[src/rtl/steer_en_sm.sv]
// Rider-presence / steering-enable controller fed by the held A2D load and battery readings.
// state    | meaning
// IDLE     | no rider on the platform
// WAIT     | rider on, waiting for a balanced settle period
// STEER_EN | rider on and settled, steering enabled
module steer_en_sm #(
    parameter logic [11:0] MIN_RIDER_WT = 12'h200,
    parameter logic [11:0] WT_HYST      = 12'h040,
    parameter int          TMR_W        = 26,
    parameter logic [11:0] BATT_LOW     = 12'h800,
    parameter logic [11:0] BATT_HYST    = 12'h030
) (
    input  logic        clk,
    input  logic        rst,
    input  logic [11:0] lft_ld,
    input  logic [11:0] rght_ld,
    input  logic [11:0] batt,
    output logic        en_steer,
    output logic        rider_off,
    output logic        batt_low
);

    typedef enum logic [1:0] {
        IDLE     = 2'd0,
        WAIT     = 2'd1,
        STEER_EN = 2'd2
    } state_t;

    localparam logic [12:0] ON_THR   = {1'b0, MIN_RIDER_WT};
    localparam logic [12:0] OFF_THR  = {1'b0, MIN_RIDER_WT} - {1'b0, WT_HYST};
    localparam logic [12:0] BATT_SET = {1'b0, BATT_LOW};
    localparam logic [12:0] BATT_CLR = {1'b0, BATT_LOW} + {1'b0, BATT_HYST};
    localparam logic [TMR_W-1:0] TMR_ONE = {{(TMR_W-1){1'b0}}, 1'b1};

    state_t             r_state;
    state_t             w_state_nxt;
    logic [TMR_W-1:0]   r_tmr;
    logic [TMR_W-1:0]   w_tmr_nxt;
    logic               r_en_steer;
    logic               r_rider_off;
    logic               r_batt_low;
    logic               w_en_steer_nxt;
    logic               w_rider_off_nxt;
    logic               w_batt_low_nxt;

    logic [12:0]        w_sum;
    logic [11:0]        w_diff;
    logic [12:0]        w_diff13;
    logic               w_sum_gt_min;
    logic               w_sum_lt_min;
    logic               w_diff_gt_1_4;
    logic               w_diff_gt_15_16;
    logic               w_tmr_full;
    logic [12:0]        w_batt13;

    assign w_sum           = {1'b0, lft_ld} + {1'b0, rght_ld};
    assign w_diff          = (lft_ld >= rght_ld) ? (lft_ld - rght_ld) : (rght_ld - lft_ld);
    assign w_diff13        = {1'b0, w_diff};
    assign w_sum_gt_min    = (w_sum > ON_THR);
    assign w_sum_lt_min    = (w_sum < OFF_THR);
    assign w_diff_gt_1_4   = (w_diff13 > (w_sum >> 2));
    assign w_diff_gt_15_16 = (w_diff13 > (w_sum - (w_sum >> 4)));
    assign w_tmr_full      = &r_tmr;
    assign w_batt13        = {1'b0, batt};

    always_ff @(posedge clk) begin
        if (rst) begin
            r_state     <= IDLE;
            r_tmr       <= '0;
            r_en_steer  <= 1'b0;
            r_rider_off <= 1'b1;
            r_batt_low  <= 1'b0;
        end else begin
            r_state     <= w_state_nxt;
            r_tmr       <= w_tmr_nxt;
            r_en_steer  <= w_en_steer_nxt;
            r_rider_off <= w_rider_off_nxt;
            r_batt_low  <= w_batt_low_nxt;
        end
    end

    // Weight loss beats balance checks, which beat the settle timer.
    always_comb begin
        w_state_nxt = r_state;
        w_tmr_nxt   = r_tmr;
        case (r_state)
            IDLE: begin
                if (w_sum_gt_min) begin
                    w_state_nxt = WAIT;
                    w_tmr_nxt   = '0;
                end
            end
            WAIT: begin
                if (w_sum_lt_min) begin
                    w_state_nxt = IDLE;
                end else if (w_diff_gt_1_4) begin
                    w_tmr_nxt = '0;
                end else if (w_tmr_full) begin
                    w_state_nxt = STEER_EN;
                end else begin
                    w_tmr_nxt = r_tmr + TMR_ONE;
                end
            end
            STEER_EN: begin
                if (w_sum_lt_min) begin
                    w_state_nxt = IDLE;
                end else if (w_diff_gt_15_16) begin
                    w_state_nxt = WAIT;
                    w_tmr_nxt   = '0;
                end
            end
            default: begin
                w_state_nxt = IDLE;
                w_tmr_nxt   = '0;
            end
        endcase
    end

    always_comb begin
        w_en_steer_nxt  = (w_state_nxt == STEER_EN);
        w_rider_off_nxt = (w_state_nxt == IDLE);
        w_batt_low_nxt  = r_batt_low;
        if (w_batt13 < BATT_SET) begin
            w_batt_low_nxt = 1'b1;
        end else if (w_batt13 >= BATT_CLR) begin
            w_batt_low_nxt = 1'b0;
        end
    end

    assign en_steer  = r_en_steer;
    assign rider_off = r_rider_off;
    assign batt_low  = r_batt_low;

endmodule

[config.mk]
export PLATFORM = sky130hd
export DESIGN_NAME = steer_en_sm
export DESIGN_NICKNAME = d
export VERILOG_FILES = /design/src/rtl/steer_en_sm.sv
export SDC_FILE = /design/constraint.sdc
export NUM_CORES = 1
export LEC_CHECK = 0
export BUFFER_PORTS_ARGS = -buffer_cell sky130_fd_sc_hd__buf_2
export CORE_MARGIN = 2
export CORE_UTILIZATION = 60
export DETAILED_ROUTE_END_ITERATION = 16
export PLACE_DENSITY = 0.8
export SYNTH_ARGS = -nofsm -noshare
export SYNTH_HDL_FRONTEND = slang
export SYNTH_SLANG_ARGS = --single-unit
[constraint.sdc]
create_clock -name clk -period 8.75 [get_ports clk]
set_input_delay 1.75 -clock clk [delete_from_list [all_inputs] [get_ports clk]]
set_output_delay 1.75 -clock clk [all_outputs]
set_load 0.1 [all_outputs]
==> run_results.csv, run 1 <==
group,metric,value,unit
logic_synthesis,synth_area_leader_cell,"ha_1",
timing,fin_crit,7930,ps
grt,grt-ovfl-total,0,
logic_synthesis,synth-edff-count,0,
clock_tree,htree_levels,2,
setup_path,critPathTopFamily,"compound AO/OA/AOI/OAI gates",
setup_path,crit_path_start,"lft_ld[2]",
logic_synthesis,synthArstFlopShare,0,%
timing,maxSlewViolCount,0,
logic_synthesis,synth_area,4720,um^2
clock_tree,clk_latency,280,ps
routing,drcViolationCount,0,
clock_tree,cts_tree,"done",
floorplanning,start_util,61.4,%
setup_path,start_kind,"primary input",
placement,place_hpwl,8.94,mm
run_status,outcome,"completed",
timing,max_freq,0.126,GHz
setup_path,r2r-start,"r_tmr[0]",
clock_tree,cts_buffers,5,
floorplanning,core_area,7690,um^2
placement,io_buffers,36,
floorplanning,ios,41,
timing,worstMarginPinSlew,995,ps
routing,via_per_inst,6.34,
cells_and_area,area_growth,6.50,%
timing,finClkSkew,4.62,ps
worst_hold_path,hp-start,"r_tmr[1]",
logic_synthesis,syn_inst,599,
timing,rsz0062_at_grt,"no",
timing,finalCritPeriodShare,90.7,%
setup_path,max_stage_delay,910,ps
floorplanning,fp.dieW,92.7,um
floorplanning,die_area,8590,um^2
setup_path,cp_slowest_cell,"o31ai_4",
routing,wl,11.3,mm
floorplanning,die_h,92.7,um
grt,grt_start_max_net_pins,20,
logic_synthesis,synth.avg_cell_area,7.88,um^2
cells_and_area,final_cell_mix,"66 x inv_1, 65 x ha_1, 40 x nand2_1",
clock_tree,cts_setup_buffers,0,
power,power,0.000790,W
power,power.leakage,2.12,nW
logic_synthesis,ys_warn_count,0,
setup_path,cp-end-kind,"register",
cells_and_area,final_common_cell,"inv_1",
cells_and_area,insertedDiodeCount,0,
clock_tree,cts-root-buf,"clkbuf_8",
logic_synthesis,ys_ff_latch,31,
grt,antenna_found_initial,0,
worst_hold_path,min_path_type,"reg2reg",
routing,vias,4615,
timing,hold_ws,485,ps
timing,max_slew_margin,33.6,%
logic_synthesis,syn_nets,706,
routing,wire_per_inst,15.6,um
flow_run,cap_violations,0,
timing,final.setup.tns,0,ps
timing,setup_violations,0,
logic_synthesis,synth_top_flop_cell,"dfxtp_1",
setup_path,cpMostUsedCell,"ha_1",
grt,grt_first_pass_wirelength,19.1,mm
power,power_density,157,nW/um^2
setup_path,critPathRequiredTime,8870,ps
setup_path,crit_type,"in2reg",
logic_synthesis,ys_types,81,
placement,globalplace.congestion,0.939,
logic_synthesis,ys_top_cells_by_area,"ha_1 17%, dfxtp_1 13%, inv_1 5.3%",
timing,finalHoldViolCount,0,
clock_tree,cts_buffer_depth,2,
routing,firstDrtPassIters,5,
routing,ant_nets,0,
grt,grt_usage,26.4,%
setup_path,worst-path-buf-inv,3,
logic_synthesis,synth-seq-area-share,13.2,%
routing,first_iter_violations,356,
floorplanning,row_count,32,
power,peakVddDrop,0.0714,mV
grt,grt_pass1_vias,4409,
cells_and_area,drive_above_1_share,13.6,%
cells_and_area,nets,732,
logic_synthesis,synth_top_area_share,17.2,%
setup_path,crit_fanout,17,
clock_tree,holdBufCountCts,0,
clock_tree,clock_sinks,31,
setup_path,worstPathArrival,8060,ps
clock_tree,clkTransAtPathRegs,70,ps
cells_and_area,utilization,65.4,%
clock_tree,cts_resized,0,
final cells by class:
cell class                      count  area, um^2
Clock buffer                        7        76.3
Multi-Input combinational cell    477        3720
Clock inverter                      1        5.00
Tap cell                          102         128
Fill cell                         668        2660
Inverter                           70         263
Timing Repair Buffer               40         210
Sequential cell                    31         621
path summary, 6_finish.rpt:
kind / endpoint / slack [ps] / depth (start not counted)
worst max register to register: r_tmr[15] / 5330 / 11
worst min-delay path: r_tmr[1] / 490 / 2
worst min register to register: r_tmr[1] / 490 / 2
worst max-delay path: r_tmr[12] / 820 / 26
metrics by stage:
step	worst slack, ps	instance area (um^2)	cells
floorplan	2030	4720	599
global placement	693	4940	720
detailed placement	622	4940	720
CTS	896	5020	728
global route	461	5020	728
finish	815	5020	728
sequential cells by signal (all words and copies together), names as in the netlist:
name / count
r_tmr: 26
r_state: 2
batt_low: 1
en_steer: 1
rider_off: 1
routing by layer:
metal	vias to the layer above	global-route usage (%)	wire length, um
met5	-	0	0
met2	160	48.0	5510
met3	25	2.28	547
met1	2169	32.5	5000
met4	0	9.68	267
li1	2261	-	-
Yosys cell counts, drive strengths merged, types with 9 or more instances:
| library cell | count |
|---|---|
| a2111oi | 9 |
| a211oi | 11 |
| a21o | 11 |
| a21oi | 27 |
| buf | 14 |
| dfxtp | 31 |
| ha | 65 |
| inv | 69 |
| nand2 | 41 |
| nand2b | 9 |
| nand3 | 26 |
| nand4 | 19 |
| nor2 | 32 |
| nor2b | 20 |
| nor3 | 12 |
| o21ai | 31 |
| o221ai | 15 |
| xnor2 | 26 |
logic make-up after synthesis:
group	after synthesis	synth area share, %
AO/OA/AOI/OAI	159	26.8
XOR/XNOR	33	6.84
adder cells (fa/ha/maj)	71	19.4
buffers and inverters	91	7.96
flip-flops	31	13.2
multiplexers	10	2.17
AND/OR/NAND/NOR	204	23.7
power breakdown:
group / total [W] / switching [W] / internal (W)
sequential: 0.000148 / 0.00000308 / 0.000145
combinational: 0.000533 / 0.000312 / 0.000221
clock: 0.000110 / 0.0000538 / 0.0000558
total: 0.000790 / 0.000369 / 0.000421
worst reg2reg max path, cell delays in order, from the launching register on:
cell	delay, ps
dfxtp_1	360
ha_1	190
and3_1	220
and3_1	300
nand3_1	170
or2_2	370
nor2_1	170
nand3_1	150
or2_2	340
o21a_1	420
nand2_2	390
o221ai_1	180
(Power assumes the default switching activity.)
==> run 2: changes to the inputs <==
Settings changed: CORE_UTILIZATION 60 to 62, PLACE_DENSITY 0.8 to 0.82.
==> run 2 against run 1 <==
Register-to-register slack improved by 80 ps. Sequential power hardly changed. Final cell count decreased by 0.69%. Setup slack better by 86 ps. First-iteration DRC count fell by 13%. Critical path type unchanged. Largest cell class unchanged. Largest power group unchanged.
==> run_results.csv, run 2 (synthesized netlist as in run 1, its figures left out) <==
group,metric,value,unit
timing,rsz0062_at_grt,"no",
routing,ant_nets,0,
cells_and_area,area_growth,6.10,%
cells_and_area,final_common_cell,"inv_1",
grt,antenna_found_initial,0,
timing,finalCritPeriodShare,89.7,%
cells_and_area,utilization,68.7,%
grt,grt_usage,26.9,%
clock_tree,cts_buffer_depth,2,
cells_and_area,final_cell_mix,"66 x inv_1, 65 x ha_1, 40 x nand2_1",
placement,place_hpwl,8.79,mm
worst_hold_path,worstHoldEndpoint,"r_tmr[1]",
grt,grt_first_pass_wirelength,18.9,mm
setup_path,cp_slowest_cell,"o31ai_4",
setup_path,crit_fanout,17,
clock_tree,cts_resized,0,
timing,max_slew_margin,36.0,%
timing,final.setup.tns,0,ps
routing,firstDrtPassIters,5,
clock_tree,htree_levels,2,
cells_and_area,top_regs,"r_tmr x26, r_state x2",
grt,grt_pass1_vias,4134,
cells_and_area,drive_above_1_share,13.3,%
routing,vias,4575,
setup_path,start_kind,"primary input",
floorplanning,ios,41,
floorplanning,core_area,7290,um^2
clock_tree,cts_tree,"done",
power,peakVddDrop,0.0574,mV
grt,grt_start_max_net_pins,23,
setup_path,r2r-start,"r_tmr[0]",
setup_path,r2r-end,"r_tmr[16]",
clock_tree,cts-root-buf,"clkbuf_8",
worst_hold_path,min_path_type,"reg2reg",
clock_tree,clkTransAtPathRegs,60,ps
timing,max_freq,0.127,GHz
floorplanning,fp.dieW,91.2,um
setup_path,ff2ff_path_depth,11,
timing,finalHoldViolCount,0,
timing,finClkSkew,6.93,ps
routing,first_iter_violations,309,
clock_tree,clk_latency,290,ps
setup_path,r2r_slack,5410,ps
worst_hold_path,holdPathStages,2,
timing,fin_crit,7850,ps
floorplanning,row_count,31,
power,power.leakage,2.11,nW
floorplanning,die_h,91.2,um
routing,wl,11.1,mm
cells_and_area,nets,730,
setup_path,max_stage_delay,890,ps
worst_hold_path,hp-start,"r_tmr[1]",
routing,via_per_inst,6.33,
setup_path,crit_path_start,"lft_ld[2]",
timing,maxSlewViolCount,0,
run_status,outcome,"completed",
clock_tree,clock_sinks,31,
cells_and_area,regMostFlops,"r_tmr",
floorplanning,start_util,64.7,%
setup_path,crit_type,"in2reg",
timing,setup_violations,0,
placement,io_buffers,36,
flow_run,cap_violations,0,
power,power_density,158,nW/um^2
placement,globalplace.congestion,0.946,
cells_and_area,insertedDiodeCount,0,
clock_tree,cts_buffers,5,
setup_path,cpMostUsedCell,"ha_1",
grt,grt-ovfl-total,0,
setup_path,cp-end-kind,"register",
cells_and_area,largest_reg_flops,26,
setup_path,worstPathArrival,7980,ps
timing,worstMarginPinSlew,960,ps
floorplanning,die_area,8320,um^2
routing,drcViolationCount,0,
clock_tree,cts_setup_buffers,0,
setup_path,critPathRequiredTime,8880,ps
routing,wire_per_inst,15.3,um
clock_tree,holdBufCountCts,0,
-- run 2: cell count changes in the layout (fill, tap and decap cells not counted) --
| cell | change |
|---|---|
| buf_4 | -2 |
-- run 2: layer usage --
metal | vias up | global-route usage (%) | part of all wire [%] | wire (um)
met5 | - | 0 | 0 | 0
met4 | 0 | 4.29 | 0.68 | 75
met3 | 12 | 2.66 | 6.6 | 728
met2 | 175 | 42.1 | 44 | 4850
met1 | 2128 | 40.5 | 49 | 5420
li1 | 2260 | - | - | -
-- run 2: power by group --
part / internal [W] / switching, W / leakage [nW] / total, W
sequential: 0.000145 / 0.00000301 / 0.251 / 0.000148
clock: 0.0000557 / 0.0000529 / 0.0422 / 0.000109
combinational: 0.000219 / 0.000313 / 1.81 / 0.000533
total: 0.000420 / 0.000369 / 2.11 / 0.000789
-- run 2: worst max path at each step --
stage	endpoint	slack, ps
global route	r_tmr[14]	380
CTS	r_tmr[13]	920
global placement	r_tmr[17]	830
detailed placement	r_tmr[13]	630
floorplan	r_tmr[25]	2030
finish	r_tmr[14]	900
-- run 2: stage by stage --
step           hold slack [ps]  setup slack (ps)  cell area, um^2  power (W)  cells
5_1_grt                    507               382             5010   0.000861    723
2_1_floorplan              442              2030             4720   0.000567    599
6_report                   483               901             5010   0.000789    723
3_5_place_dp               477               634             4920   0.000675    715
3_3_place_gp               459               828             4920   0.000653    715
4_1_cts                    486               919             5010   0.000784    723
-- run 2: layout make-up --
cell class	instances	area, um^2
repair buffers	38	195
multi-input cells	477	3720
fillers	626	2290
clock inverters	1	5.00
flip-flops and latches	31	621
well taps	99	124
clock buffers	7	76.3
inverters	70	263
-- run 2: critical path, delay by kind of cell --
kind	cells	cell delay (ps)
xor+xnor	2	550
buf+inv	3	290
simple gates	7	1300
fa+ha+maj	3	1070
compound gates	11	3020
==> run 3: changes to the inputs <==
Settings changed: RECOVER_POWER set to 25.
==> run 3 against run 2 <==
First-iteration DRC count rose by 7.8%. Sequential share of layout area about the same. Non-clock buffer count did not move.
==> run_results.csv, run 3 (synthesized netlist as in run 1, its figures left out) <==
group,metric,value,unit
floorplanning,row_count,31,
floorplanning,ios,41,
cells_and_area,insertedDiodeCount,0,
routing,via_per_inst,6.31,
setup_path,start_kind,"primary input",
grt,antenna_found_initial,0,
clock_tree,clk_latency,290,ps
cells_and_area,regMostFlops,"r_tmr",
grt,grt_pass1_vias,4134,
cells_and_area,top_regs,"r_tmr x26, r_state x2",
cells_and_area,final_cell_mix,"66 x inv_1, 65 x ha_1, 40 x nand2_1",
timing,finClkSkew,8.29,ps
setup_path,critPathRequiredTime,8880,ps
clock_tree,cts_buffers,5,
timing,setup_ws,605,ps
placement,place_hpwl,8.79,mm
floorplanning,die_h,91.2,um
worst_hold_path,min_path_type,"reg2reg",
routing,firstDrtPassIters,5,
power,power,0.000788,W
timing,hold_ws,485,ps
clock_tree,cts-root-buf,"clkbuf_8",
timing,final.setup.tns,0,ps
cells_and_area,drive_above_1_share,12.8,%
cells_and_area,largest_reg_flops,26,
timing,max_slew_margin,4.31,%
grt,grt-ovfl-total,0,
floorplanning,core_area,7290,um^2
grt,met2_usage,42.1,%
grt,grt_usage,26.9,%
routing,vias,4564,
clock_tree,holdBufCountCts,0,
routing,drcViolationCount,0,
power,power.leakage,2.09,nW
cells_and_area,nets,730,
timing,rsz0062_at_grt,"no",
clock_tree,clkTransAtPathRegs,60,ps
floorplanning,fp.dieW,91.2,um
clock_tree,clock_sinks,31,
routing,wire_per_inst,15.4,um
placement,placed_area,4920,um^2
grt,busiest_layer,"met2",
timing,finalCritPeriodShare,93.1,%
routing,first_iter_violations,333,
setup_path,crit_fanout,19,
placement,pre_cts_ws,634,ps
grt,use_met3,2.66,%
clock_tree,htree_levels,2,
run_status,outcome,"completed",
cells_and_area,final_common_cell,"inv_1",
floorplanning,start_util,64.7,%
grt,grt_start_max_net_pins,23,
grt,grt_first_pass_wirelength,18.9,mm
grt,met1_usage,40.5,%
timing,maxSlewViolCount,0,
power,power_density,158,nW/um^2
clock_tree,cts_buffer_depth,2,
setup_path,cp-end-kind,"register",
power,peakVddDrop,0.0569,mV
timing,finalHoldViolCount,0,
clock_tree,cts_setup_buffers,0,
clock_tree,cts_tree,"done",
timing,fin_crit,8150,ps
placement,globalplace.congestion,0.946,
timing,max_freq,0.123,GHz
routing,ant_nets,0,
flow_run,cap_violations,0,
timing,setup_violations,0,
cells_and_area,fillCellCount,626,
routing,wl,11.1,mm
setup_path,crit_type,"in2reg",
cells_and_area,final_area,4990,um^2
floorplanning,die_area,8320,um^2
cells_and_area,area_growth,5.86,%
timing,worstMarginPinSlew,1430,ps
setup_path,worstPathArrival,8280,ps
clock_tree,cts_resized,0,
placement,io_buffers,36,
[run 3: cell types whose count changed in the layout (fill, tap and decap cells not counted), sizes merged]
cell,previous run,this run
buf,38,35
clkbuf,7,10
[run 3: worst paths after layout]
kind | startpoint | end | slack (ps) | depth (start not counted)
max | lft_ld[5] | r_tmr[13] | 600 | 20
min | r_tmr[1] | r_tmr[1] | 490 | 2
max reg2reg | r_tmr[0] | r_tmr[16] | 5390 | 11
min reg2reg | r_tmr[1] | r_tmr[1] | 490 | 2
[run 3: power breakdown]
| group | internal (W) | switching, W | leakage, nW | total [W] |
|---|---|---|---|---|
| registers | 0.000145 | 0.00000306 | 0.251 | 0.000148 |
| logic | 0.000219 | 0.000312 | 1.80 | 0.000531 |
| clock network | 0.0000557 | 0.0000535 | 0.0422 | 0.000109 |
[run 3: layout make-up]
| cell class | count | area [um^2] | share of cell area [%] |
|---|---|---|---|
| Clock buffer | 7 | 76.3 | 1.53 |
| Clock inverter | 1 | 5.00 | 0.100 |
| Inverter | 70 | 263 | 5.26 |
| Multi-Input combinational cell | 477 | 3710 | 74.4 |
| Sequential cell | 31 | 621 | 12.4 |
| Tap cell | 99 | 124 | 2.48 |
| Timing Repair Buffer | 38 | 191 | 3.83 |
[run 3: metal layers]
metal	vias up	wire, um
li1	2262	-
met2	151	4840
met4	0	75
met5	-	0
met1	2142	5490
met3	9	692
[run 3: through the flow]
stage,std cells,utilization (%)
finish,723,68.5
global route,723,68.5
CTS,723,68.7
detailed placement,715,67.5
global placement,715,67.5
floorplan,599,-
[run 3: worst max-delay path, cell delays in order]
cell and delay (ps):
buf_2 100, inv_1 40, ha_1 490, a21oi_1 280
o21ai_0 150, a211oi_2 1180, mux2i_1 370, o21ai_0 120
a221o_1 340, a221o_1 310, a221oi_1 300, xnor2_1 220
ha_1 360, nand2_1 60, nor4b_1 440, a221o_1 410
a2111oi_4 110, buf_4 210, o31ai_4 820, o221ai_1 210
